**src/rtl/fir_pkg.sv**
```systemverilog
// -----------------------------------------------------------------------------
// fir_pkg
// Shared constants for the FIR front end: default sample width, default FIFO
// address width and a helper that turns an address width into an entry count.
// -----------------------------------------------------------------------------
package fir_pkg;

    localparam int SAMPLE_W    = 16;
    localparam int FIFO_ADDR_W = 6;

    // Number of entries addressed by an addr_w-bit pointer.
    function automatic int fifo_depth(input int addr_w);
        return 32'sd1 <<< addr_w;
    endfunction

    localparam int FIFO_DEPTH = fifo_depth(FIFO_ADDR_W);

endpackage : fir_pkg

```
**src/rtl/sync_fifo_mem.sv**
```systemverilog
// -----------------------------------------------------------------------------
// sync_fifo_mem
// Register-array storage for sync_fifo: one synchronous write port and one
// asynchronous (combinational) read port. Contents are never reset.
//
// Ports:
//   clk    in   clock, write on rising edge
//   we     in   write enable
//   waddr  in   write address
//   wdata  in   write data
//   raddr  in   read address
//   rdata  out  mem[raddr], combinational
// -----------------------------------------------------------------------------
module sync_fifo_mem
    import fir_pkg::*;
#(
    parameter int DATA_W = SAMPLE_W,
    parameter int ADDR_W = FIFO_ADDR_W
) (
    input  logic              clk,
    input  logic              we,
    input  logic [ADDR_W-1:0] waddr,
    input  logic [DATA_W-1:0] wdata,
    input  logic [ADDR_W-1:0] raddr,
    output logic [DATA_W-1:0] rdata
);

    localparam int DEPTH = fifo_depth(ADDR_W);

    logic [DATA_W-1:0] mem_r [DEPTH];

    // Write port: store one sample per accepted write.
    always_ff @(posedge clk) begin
        if (we) begin
            mem_r[waddr] <= wdata;
        end
    end

    assign rdata = mem_r[raddr];

endmodule : sync_fifo_mem

```
**src/rtl/sync_fifo.sv**
```systemverilog
// -----------------------------------------------------------------------------
// sync_fifo
// Single-clock sample FIFO between the sample source and the FIR filter core.
// Tracks occupancy in a count register; full/empty and the watermarks are
// decoded from the post-edge count and held in registers. Overflow/underflow
// are one-cycle pulses for every dropped write/read.
//
// Configuration macro: SYNC_FIFO_FWFT_EN
//   undefined : registered read, rd_data/rd_valid update one cycle after the
//               accepting edge; rd_valid pulses once per accepted read.
//   defined   : first-word fall-through, rd_data shows the head word
//               combinationally and rd_valid = ~empty.
//
// Ports:
//   clk           in   clock, rising edge
//   rstn          in   synchronous active-low reset
//   wr_en/wr_data in   write request and sample
//   rd_en         in   read request (pop)
//   rd_data       out  read sample
//   rd_valid      out  rd_data carries a popped/head sample
//   count         out  occupancy 0..DEPTH
//   full/empty    out  count == DEPTH / count == 0
//   almost_full   out  count >= AFULL_TH
//   almost_empty  out  count <= AEMPTY_TH
//   overflow      out  one-cycle pulse, a write was dropped
//   underflow     out  one-cycle pulse, a read was dropped
// -----------------------------------------------------------------------------
module sync_fifo
    import fir_pkg::*;
#(
    parameter int DATA_W    = SAMPLE_W,
    parameter int ADDR_W    = FIFO_ADDR_W,
    parameter int AFULL_TH  = fifo_depth(ADDR_W) - 32'sd4,
    parameter int AEMPTY_TH = 32'sd4
) (
    input  logic              clk,
    input  logic              rstn,
    input  logic              wr_en,
    input  logic [DATA_W-1:0] wr_data,
    input  logic              rd_en,
    output logic [DATA_W-1:0] rd_data,
    output logic              rd_valid,
    output logic [ADDR_W:0]   count,
    output logic              full,
    output logic              empty,
    output logic              almost_full,
    output logic              almost_empty,
    output logic              overflow,
    output logic              underflow
);

    localparam int DEPTH = fifo_depth(ADDR_W);

    localparam logic [ADDR_W:0]   DEPTH_C  = DEPTH[ADDR_W:0];
    localparam logic [ADDR_W:0]   AFULL_C  = AFULL_TH[ADDR_W:0];
    localparam logic [ADDR_W:0]   AEMPTY_C = AEMPTY_TH[ADDR_W:0];
    localparam logic [ADDR_W:0]   CNT_ONE  = (ADDR_W+1)'(1'b1);
    localparam logic [ADDR_W-1:0] PTR_ONE  = ADDR_W'(1'b1);

    // Reject illegal watermark settings at elaboration time.
    generate
        if (!((AEMPTY_TH > 32'sd0) && (AEMPTY_TH < AFULL_TH) && (AFULL_TH <= DEPTH)))
        begin : g_bad_thresholds
            $error("sync_fifo: thresholds must satisfy 0 < AEMPTY_TH < AFULL_TH <= DEPTH");
        end
    endgenerate

    logic [ADDR_W-1:0] wr_ptr_r;
    logic [ADDR_W-1:0] rd_ptr_r;
    logic [ADDR_W:0]   count_r;
    logic [ADDR_W:0]   count_nxt_s;
    logic              full_r;
    logic              empty_r;
    logic              afull_r;
    logic              aempty_r;
    logic              overflow_r;
    logic              underflow_r;
    logic              wr_acc_s;
    logic              rd_acc_s;
    logic              mem_we_s;
    logic [DATA_W-1:0] mem_rd_data_s;

    // Acceptance decisions and next occupancy, based on pre-edge flags.
    always_comb begin
        wr_acc_s    = wr_en & ~full_r;
        rd_acc_s    = rd_en & ~empty_r;
        count_nxt_s = count_r;
        case ({wr_acc_s, rd_acc_s})
            2'b10:   count_nxt_s = count_r + CNT_ONE;
            2'b01:   count_nxt_s = count_r - CNT_ONE;
            default: count_nxt_s = count_r;
        endcase
    end

    // Nothing is stored while reset is asserted.
    assign mem_we_s = wr_acc_s & rstn;

    sync_fifo_mem #(
        .DATA_W (DATA_W),
        .ADDR_W (ADDR_W)
    ) u_mem (
        .clk   (clk),
        .we    (mem_we_s),
        .waddr (wr_ptr_r),
        .wdata (wr_data),
        .raddr (rd_ptr_r),
        .rdata (mem_rd_data_s)
    );

    // Pointers, occupancy, flags and drop pulses; flags decode the next count
    // so they are valid registers in the cycle after the accepting edge.
    always_ff @(posedge clk) begin
        if (!rstn) begin
            wr_ptr_r    <= '0;
            rd_ptr_r    <= '0;
            count_r     <= '0;
            full_r      <= 1'b0;
            empty_r     <= 1'b1;
            afull_r     <= 1'b0;
            aempty_r    <= 1'b1;
            overflow_r  <= 1'b0;
            underflow_r <= 1'b0;
        end else begin
            if (wr_acc_s) begin
                wr_ptr_r <= wr_ptr_r + PTR_ONE;
            end
            if (rd_acc_s) begin
                rd_ptr_r <= rd_ptr_r + PTR_ONE;
            end
            count_r     <= count_nxt_s;
            full_r      <= (count_nxt_s == DEPTH_C);
            empty_r     <= (count_nxt_s == '0);
            afull_r     <= (count_nxt_s >= AFULL_C);
            aempty_r    <= (count_nxt_s <= AEMPTY_C);
            overflow_r  <= wr_en & full_r;
            underflow_r <= rd_en & empty_r;
        end
    end

`ifdef SYNC_FIFO_FWFT_EN
    // Head word is presented directly; rd_en acknowledges it.
    assign rd_data  = mem_rd_data_s;
    assign rd_valid = ~empty_r;
`else
    logic [DATA_W-1:0] rd_data_r;
    logic              rd_valid_r;

    // Registered read: capture the head on an accepted pop, hold otherwise.
    always_ff @(posedge clk) begin
        if (!rstn) begin
            rd_data_r  <= '0;
            rd_valid_r <= 1'b0;
        end else begin
            if (rd_acc_s) begin
                rd_data_r <= mem_rd_data_s;
            end
            rd_valid_r <= rd_acc_s;
        end
    end

    assign rd_data  = rd_data_r;
    assign rd_valid = rd_valid_r;
`endif

    assign count        = count_r;
    assign full         = full_r;
    assign empty        = empty_r;
    assign almost_full  = afull_r;
    assign almost_empty = aempty_r;
    assign overflow     = overflow_r;
    assign underflow    = underflow_r;

endmodule : sync_fifo

```
**config.mk**
```make
export PLATFORM = sky130hd
export DESIGN_NAME = sync_fifo
export DESIGN_NICKNAME = d
export VERILOG_FILES = /design/src/rtl/fir_pkg.sv /design/src/rtl/sync_fifo_mem.sv /design/src/rtl/sync_fifo.sv
export SDC_FILE = /design/constraint.sdc
export NUM_CORES = 1
export LEC_CHECK = 0
export CAP_MARGIN = 20
export CELL_PAD_IN_SITES_DETAIL_PLACEMENT = 1
export CELL_PAD_IN_SITES_GLOBAL_PLACEMENT = 1
export CORE_MARGIN = 2
export CORE_UTILIZATION = 51
export DETAILED_ROUTE_END_ITERATION = 10
export PLACE_DENSITY_LB_ADDON = 0.1
export SYNTH_ARGS = -nofsm -noshare
export SYNTH_HDL_FRONTEND = slang
export SYNTH_SLANG_ARGS = --single-unit
```
**constraint.sdc**
```tcl
create_clock -name clk -period 8.5 [get_ports clk]
set_clock_uncertainty 0.1 [all_clocks]
set_input_delay 1.275 -clock clk [delete_from_list [all_inputs] [get_ports clk]]
set_output_delay 1.275 -clock clk [all_outputs]
set_load 0.005 [all_outputs]
```
==> flow_metrics.env <==
export IMPL_numCtsBuffers=110
export IMPL_clockBufferDepth=3
export IMPL_clockRootBuffer="clkbuf_16"
export IMPL_row_count=104
export IMPL_postSynthAreaPerCell_um2=20.81
export IMPL_synth_area_um2=41230
export IMPL_worst_ep_required_time_ns=8.97
export IMPL_cp_max_fo=30
export IMPL_max_stage_delay_ns=0.62
export IMPL_critPathLaunchType="input pin"
export IMPL_yosysTopAreaCell="edfxtp_1"
export IMPL_drive_above_1_share_pct=23.98
export IMPL_path_class="in2reg"
export IMPL_gp_congestion=0.8310
export IMPL_grt_usage_pct=26.60
export IMPL_pre_cts_slack_ns=3.351
export IMPL_worstMarginPinSlew_ns=1.322
export IMPL_cts_setup_buffers=0
export IMPL_diodes=0
export IMPL_finalWirelength_um=108100
export IMPL_fin_crit_sh_pct=53.86
export IMPL_power_uw=11800
export IMPL_finalMaxSlewViolations=0
export IMPL_io_buffers=49
export IMPL_first_pass_iters=5
export IMPL_synth_seq_cells=1066
export IMPL_area_growth_pct=13.83
export IMPL_routed_via_density=6.336
export IMPL_cp_arrival_ns=5.05
export IMPL_routedWlPerCell_um=33.10
export IMPL_antenna_found_initial=0
export IMPL_grt_pass1_vias=21510
export IMPL_start_util_pct=51.35
export IMPL_die_h_um=288.3
export IMPL_slowest_stage="inv_2"
export IMPL_ys_types=61
export IMPL_cts_max_level=3
export IMPL_hold_buffers=0
export IMPL_period_needed_ns=4.578
export IMPL_synthFlopType="edfxtp_1"
export IMPL_routed_top_layer="met4"
export IMPL_synth_enable_flop_cells=1024
export IMPL_grt_pass1_wl_um=157400
export IMPL_met3_length_um=6755
export IMPL_cellLeakagePower_uw=0.01435
export IMPL_synth_top_area_share_pct=74.59
export IMPL_finalWorstSetupSlack_ns=3.922
export IMPL_wl_met2_um=52670
export IMPL_final_hold_viol_count=0
export IMPL_ioPinCount=50
export IMPL_clk_pin_slew_worst_paths_ns=0.06
export IMPL_setup_violations=0
export IMPL_synthTopCellsByArea="edfxtp_1 (75%), mux4_2 (12%), mux2i_1 (2.7%), dfxtp_1 (2.0%), nor2_1 (0.86%)"
export IMPL_multi_input_area_um2=8974
export IMPL_met1Wirelength_um=46600
export IMPL_overflow=0
export IMPL_endpoint_kind="register"
export IMPL_place_hpwl_um=61610
export IMPL_numClockSinks=1066
export IMPL_seq_area_frac_synth_pct=76.63
export IMPL_fmax_ghz=0.2184
export IMPL_hold_class="reg2reg"
export IMPL_placed_area_um2=43050
export IMPL_die_w_um=288.3
export IMPL_die_area_um2=83130
export IMPL_fin_setup_tns_ns=0
export IMPL_post_route_util_pct=58.45
export IMPL_vdd_drop_max_uv=195.1
export IMPL_layout_filler_cells=6685
export IMPL_drtIter0Drc=2111
export IMPL_synth_async_reset_ratio_pct=0
export IMPL_synth_warnings=0
export IMPL_syn_inst=1981
export IMPL_grt_max_degree=97
export IMPL_p_per_area_nw_per_um2=251.4
export IMPL_syn_nets=2005
export IMPL_rsz0062_at_grt="false"
export IMPL_fin_nets=2138
export IMPL_status="complete, no violations"
export IMPL_worstPathCellList="clkdlybuf4s50_1, nand2b_1, inv_2, nand2_1, xnor2_1, ha_1, or3b_1, a2111oi_2, a31oi_1, mux2_2, nor3_2, nor3b_1"
export IMPL_cts_tree="built"
export IMPL_drc=0
export IMPL_vias=20690
export IMPL_drv_cap=0
export IMPL_post_cts_resized=0
export IMPL_core_area_um2=80290
export IMPL_slew_headroom_pct=9.593
export IMPL_clock_latency_ns=0.66
export IMPL_final_antenna_net_count=0
export IMPL_finalInstanceArea_um2=46930
export IMPL_regArea_um2=31600
## synthesized netlist by cell type, types with 3 or more instances
master / number
a22oi_1: 24
nand3_1: 8
nor3b_1: 3
mux2_2: 3
a221o_1: 9
ha_1: 4
a211oi_1: 28
o22ai_1: 33
a21boi_0: 4
or3_1: 3
nor2_1: 95
o221ai_1: 26
nand2_1: 32
a2111oi_0: 5
dfxtp_1: 42
and3_1: 6
a22o_1: 8
o21ai_0: 12
clkbuf_1: 54
mux4_2: 220
or4_1: 3
o211ai_1: 8
o2111ai_1: 7
o21ai_1: 8
buf_2: 28
o31ai_1: 3
edfxtp_1: 1024
buf_4: 14
a2111oi_2: 3
xor2_1: 9
a21oi_1: 43
nand2b_1: 14
inv_1: 3
nor2b_1: 9
buf_6: 16
buf_1: 9
nand4_1: 6
nor3_1: 8
mux2i_1: 112
xnor2_1: 6
## worst max-delay path: cells and delay by family
family                   cells  cell delay [ns]
multiplexers                 1             0.33
AO/OA/AOI/OAI                2             0.53
XOR/XNOR                     1             0.17
AND/OR/NAND/NOR              5             1.42
adder cells (fa/ha/maj)      1             0.23
buffers and inverters        2             1.10
## cell type report
class / count / share of cell area (%)
multi-input cells: 788 / 19.12
clock inverters: 60 / 1.509
inverters: 4 / 0.03200
clock buffers: 144 / 6.610
repair buffers: 144 / 2.552
flip-flops and latches: 1066 / 67.35
well taps: 1060 / 2.826
## layout by cell type (no fill, tap or decap), drive strengths merged, types with 41 or more instances in the layout
cell       n
clkinv    41
buf      111
mux4     220
dfxtp     42
clkbuf   144
edfxtp  1024
a21oi     43
nor2      95
mux2i    112
## sequential cells by signal, indices dropped and copies added (netlist names), 6 cells and up
name	count
rd_ptr_r	6
rd_data	16
wr_ptr_r	6
count	7
u_mem.mem_r	1024
## routing by layer
| metal | up-vias | global-route usage (%) |
|---|---|---|
| li1 | 8554 | - |
| met1 | 11250 | 39.49 |
| met2 | 763 | 42.60 |
| met3 | 132 | 3.389 |
| met4 | 0 | 6.321 |
| met5 | - | 0 |
## cell families after synthesis
group / synth area share [%]
fa+ha+maj: 0.1214
xor+xnor: 0.3187
compound gates: 4.055
mux: 14.82
simple gates: 2.319
flops: 76.63
buf+inv: 1.739
## per-stage QoR
stage | std cells | hold slack, ns
final | 3266 | 0.4220
after floorplan | 1981 | 0.3820
after CTS | 3262 | 0.4212
after detailed placement | 3058 | 0.4080
after global routing | 3266 | 0.4404
after global placement | 3057 | 0.3761
## worst paths after layout
check / cells past startpoint / start / slack [ns] / end
setup / recovery: 12 / rd_en / 3.92 / full$_SDFF_PN0_
hold / removal: 1 / full$_SDFF_PN0_ / 0.42 / overflow$_SDFF_PN0_
setup reg to reg: 6 / rd_ptr_r[1]$_SDFFE_PN0P_ / 4.31 / rd_data[7]$_SDFFE_PN0P_
hold reg to reg: 1 / full$_SDFF_PN0_ / 0.42 / overflow$_SDFF_PN0_
## power breakdown
| part | switching (uW) | internal, uW |
|---|---|---|
| combinational | 511 | 402 |
| sequential | 64.5 | 5790 |
| clock | 1960 | 3070 |
Power figures use the tool's default switching activity.
